## config.mk

```make
export PLATFORM = sky130hd
export DESIGN_NAME = cby_cfg_param
export DESIGN_NICKNAME = d
export VERILOG_FILES = /design/src/rtl/cby_cfg_param.sv
export SDC_FILE = /design/constraint.sdc
export NUM_CORES = 1
export LEC_CHECK = 0
export CAP_MARGIN = 5
export CORE_MARGIN = 2
export CORE_UTILIZATION = 29
export CTS_CLUSTER_DIAMETER = 80
export DETAILED_ROUTE_END_ITERATION = 7
export PLACE_DENSITY = 0.58
export SYNTH_ARGS = -nofsm -noshare
export SYNTH_HDL_FRONTEND = slang
export SYNTH_SLANG_ARGS = --single-unit
export TNS_END_PERCENT = 10
```

## constraint.sdc

```tcl
create_clock -name prog_clk -period 4.62 [get_ports prog_clk]
set_input_delay 0.924 -clock prog_clk [delete_from_list [all_inputs] [get_ports prog_clk]]
set_output_delay 0.924 -clock prog_clk [all_outputs]
set_load 0.01 [all_outputs]
```

## src/rtl/cby_cfg_param.sv

```systemverilog
// cby_cfg_param: parametrised Y-direction connection block.
//
// Vertical channel tracks pass straight through in both directions. NUM_IPIN grid input pins
// are driven by track multiplexers whose selections are loaded serially through the
// configuration chain (ccff_head -> ccff_tail) into a shadow register and copied into the
// active register on ccff_commit. Routing therefore stays live while a new frame shifts in.
//
// Ports:
//   prog_clk         - configuration clock (only clock)
//   pReset           - asynchronous active-high reset
//   chany_bottom_in  - tracks entering from below
//   chany_top_in     - tracks entering from above
//   ccff_head        - serial configuration data in
//   ccff_en          - shift enable for the shadow chain
//   ccff_commit      - copy shadow into active
//   chany_bottom_out - equals chany_top_in
//   chany_top_out    - equals chany_bottom_in
//   ipin_out         - grid pin drives
//   ccff_tail        - serial data out (last shadow bit)
//   frame_done       - one-cycle pulse after the last shift of a frame
//   cfg_valid        - sticky, set by the first commit after reset
module cby_cfg_param #(
  parameter int unsigned CHAN_WIDTH   = 20,
  parameter int unsigned NUM_IPIN     = 7,
  parameter int unsigned MUX_SIZE     = 8,
  parameter int unsigned TRACK_STRIDE = 6,
  parameter int unsigned PIN_OFFSET   = 1
) (
  input  logic                  prog_clk,
  input  logic                  pReset,
  input  logic [CHAN_WIDTH-1:0] chany_bottom_in,
  input  logic [CHAN_WIDTH-1:0] chany_top_in,
  input  logic                  ccff_head,
  input  logic                  ccff_en,
  input  logic                  ccff_commit,
  output logic [CHAN_WIDTH-1:0] chany_bottom_out,
  output logic [CHAN_WIDTH-1:0] chany_top_out,
  output logic [NUM_IPIN-1:0]   ipin_out,
  output logic                  ccff_tail,
  output logic                  frame_done,
  output logic                  cfg_valid
);

  localparam int unsigned SEL_W = $clog2(MUX_SIZE);
  localparam int unsigned F     = SEL_W + 1;
  localparam int unsigned L     = NUM_IPIN * F;
  localparam int unsigned CNT_W = (L > 1) ? $clog2(L) : 1;
  // Select codes span a power of two; codes at or above MUX_SIZE read a tied-off slot.
  localparam int unsigned NSLOT = 1 << SEL_W;
  localparam logic [CNT_W-1:0] CNT_LAST = CNT_W'(L - 1);

  logic [L-1:0]     sh_q, sh_d;
  logic [L-1:0]     act_q, act_d;
  logic [CNT_W-1:0] bit_cnt_q, bit_cnt_d;
  logic             frame_done_q, frame_done_d;
  logic             cfg_valid_q, cfg_valid_d;
  logic             frame_last;

  assign chany_top_out    = chany_bottom_in;
  assign chany_bottom_out = chany_top_in;

  assign frame_last = (bit_cnt_q == CNT_LAST);

  always_comb begin
    sh_d         = sh_q;
    act_d        = act_q;
    bit_cnt_d    = bit_cnt_q;
    cfg_valid_d  = cfg_valid_q;
    frame_done_d = 1'b0;

    if (ccff_en) begin
      sh_d = {sh_q[L-2:0], ccff_head};
    end

    // Commit captures the pre-edge shadow and restarts the frame count; it also
    // suppresses a frame_done that a simultaneous final shift would have raised.
    if (ccff_commit) begin
      act_d       = sh_q;
      cfg_valid_d = 1'b1;
      bit_cnt_d   = '0;
    end else if (ccff_en) begin
      bit_cnt_d    = frame_last ? '0 : bit_cnt_q + CNT_W'(1);
      frame_done_d = frame_last;
    end
  end

  always_ff @(posedge prog_clk or posedge pReset) begin
    if (pReset) begin
      sh_q         <= '0;
      act_q        <= '0;
      bit_cnt_q    <= '0;
      frame_done_q <= 1'b0;
      cfg_valid_q  <= 1'b0;
    end else begin
      sh_q         <= sh_d;
      act_q        <= act_d;
      bit_cnt_q    <= bit_cnt_d;
      frame_done_q <= frame_done_d;
      cfg_valid_q  <= cfg_valid_d;
    end
  end

  assign ccff_tail  = sh_q[L-1];
  assign frame_done = frame_done_q;
  assign cfg_valid  = cfg_valid_q;

  // Pin muxes: even code 2m takes bottom track t, odd code 2m+1 takes top track t, with
  // t = (p*PIN_OFFSET + m*TRACK_STRIDE) mod CHAN_WIDTH fixed at elaboration.
  for (genvar p = 0; p < NUM_IPIN; p++) begin : g_pin
    logic [NSLOT-1:0] cand;
    logic [SEL_W-1:0] sel;
    logic             en;

    assign en  = act_q[p*F];
    assign sel = act_q[p*F+1 +: SEL_W];

    for (genvar m = 0; m < NSLOT / 2; m++) begin : g_pair
      if (2 * m < MUX_SIZE) begin : g_used
        localparam int unsigned T = (p * PIN_OFFSET + m * TRACK_STRIDE) % CHAN_WIDTH;
        assign cand[2*m]   = chany_bottom_in[T];
        assign cand[2*m+1] = chany_top_in[T];
      end else begin : g_unused
        assign cand[2*m +: 2] = 2'b00;
      end
    end

    assign ipin_out[p] = en & cand[sel];
  end

endmodule

```

==> flow_summary.ini <==
[outcome]
outcome = complete, no violations

[setup_path]
r2r-end = bit_cnt_q[2]
r2r_slack_ps = 3350
crit_start = chany_top_in[4]
path_class = in2out
worst_setup_path_start_kind = input pin
worst_ep_required_time_ps = 3700
crit_fanout = 3
r2r_cells = 4
endpoint_kind = output port
r2r-start = bit_cnt_q[0]
cp.arrival_ps = 2620

[floorplan]
die_y_um = 108
die_w_um = 108
initial_utilization_pct = 29.3
num_rows = 38
die_area_um2 = 11700
pin_count = 95
core_um2 = 10700

[yosys]
ys_async_sr_fraction_pct = 100
yosysWarnings = 0
synth-main-ff-cell = dfrtp_1
synth_area_leaders = dfrtp_1 (50%), mux2_2 (20%), buf_4 (9.5%), mux4_2 (4.3%), mux2i_1 (2.5%)
yosysMostFrequentCell = dfrtp_1
syn_inst = 248
yosysUniqueCellTypes = 24
synth_edf_count = 0
synth_top_area_share_pct = 50.0
netlist_area_um2 = 3150
synth_top_cell_by_area = dfrtp_1
syn_nets = 294
avgSynthCellArea_um2 = 12.7
ys_seq_elements = 63
ys_seq_area_share_pct = 50.0
synthTopCellsByCount = dfrtp_1 (63), mux2_2 (56), buf_4 (40)

[clock_network]
clockBufferDepth = 2
cts_made_buffers = 9
clock_latency_ps = 340
cts_root_buf = clkbuf_8
clkTransAtPathRegs_ps = 70
htree_levels = 3
hold_buffers = 0
cts_resized = 0
cts_sinks = 63
postCtsSetupBuffers = 0
cts_tree = built

[timing]
tns_ps = 0
tightest_slew_ps = 966
whs_ps = 487
slew_headroom_pct = 35.5
fin_crit_sh_pct = 76.8
fin_skew_ps = 10.1
fmax_ghz = 0.282
hold_viol_final = 0
fin_ws_ps = 1070
min_period_ps = 3550
rsz0062_at_grt = no
slew_violations = 0
setup_viol = 0

[cells_and_area]
layout-drive-gt1-share_pct = 25.7
multi_input_area_um2 = 1200
seqCellArea_um2 = 1580
diodes = 0
area_growth_pct = 31.3
finalInstanceArea_um2 = 4140
fillCellCount = 1059
nets = 352

[power]
power_per_cell_area_nw_per_um2 = 482
leakage_uw = 0.00170
vdd_ir_drop_max_mv = 0.186

[drt]
drt_iter0_drc = 68
ant_nets = 0
routed_wl_mm = 6.15
viasPerCell = 4.55
drcViolationCount = 0
drt_pass1_iterations = 4
wl_per_cell_um = 13.6
via_count = 2054

[flow_run]
maxCapViolCount = 0

[placement]
placed_cell_area_um2 = 3940
hpwl_mm = 4.47
portBuffers = 94
preCtsSetupSlack_ps = 1040
gp_congestion = 0.738

[global_routing]
grt_max_degree = 48
grt_usage_pct = 11.1
grt_pass1_vias = 2069
grt_overflow_total = 0
antenna_found_initial = 0
grt_pass1_wl_mm = 9.95

[worst_hold_path]
min-delay-start = cfg_valid
min_to = cfg_valid
holdPathStages = 1
min_path_type = reg2reg
## flip-flops by register name, summed over array words and instances, names as in the netlist
| register | cells |
|---|---|
| cfg_valid | 1 |
| sh_q | 28 |
| bit_cnt_q | 5 |
| act_q | 28 |
| frame_done | 1 |
## final cells by class
type | count | share of cell area (%)
clock buffer | 12 | 3.26
sequential | 63 | 38.1
inverter | 8 | 0.725
clock inverter | 4 | 1.69
tap | 140 | 4.23
multi-input combinational | 128 | 29.1
timing repair buffer | 96 | 23.0
## worst max-delay path, stage by stage
cell and delay (ps):
clkdlybuf4s50_1 530, mux4_2 240, nor2_1 40, a311oi_1 290, clkdlybuf4s50_1 600
## logic make-up (layout without fill, tap and decap cells)
kind of cell               after synthesis  count (layout)  share of synthesized area [%]
muxes                                   71              71                           27.7
and+or+nand+nor                         29              29                           4.17
buffers and inverters                   57             120                           11.8
AOI/OAI and AO/OA                       26              26                           5.67
adders and majority gates                1               1                          0.397
xor gates and xnor gates                 1               1                          0.278
DFF                                     63              63                           50.0
## where the power goes
| group | internal, uW | switching [uW] |
|---|---|---|
| combinational | 379 | 184 |
| clock | 303 | 199 |
| sequential | 756 | 175 |
## metal layers
metal  global-route usage, %  share of wire, %
met1                    13.2                42
met2                    18.1                53
met3                    4.04               4.0
met4                    4.67               1.1
met5                       0                 0
## per-stage QoR
| step | utilization, % | power [uW] | std cells |
|---|---|---|---|
| detailed placement | 36.6 | 1520 | 435 |
| CTS | 38.5 | 2030 | 451 |
| global route | 38.5 | 2130 | 451 |
| global placement | 36.6 | 1500 | 435 |
| floorplan | - | 1290 | 248 |
| finish | 38.5 | 2000 | 451 |
## worst max-delay path by stage
stage / endpoint / slack (ps) / cells after the start
global route: ipin_out[6] / 990 / 5
floorplan: act_q[0] / 2130 / 1
global placement: ipin_out[6] / 1040 / 5
CTS: ipin_out[6] / 1050 / 5
detailed placement: ipin_out[6] / 1040 / 5
finish: ipin_out[6] / 1070 / 5
## cells in the final DEF, fill, tap and decap left out, types with 3 or more instances in the layout
cell             instances
clkdlybuf4s50_1         93
dfrtp_1                 63
mux2_2                  56
nand2_1                 12
nor2_1                   9
clkbuf_8                 9
mux2i_1                  8
inv_1                    7
o21ai_0                  7
o31ai_1                  7
a311oi_1                 7
mux4_2                   6
a21oi_1                  3
clkbuf_1                 3
Note: power is estimated with default switching activity, not from simulation.
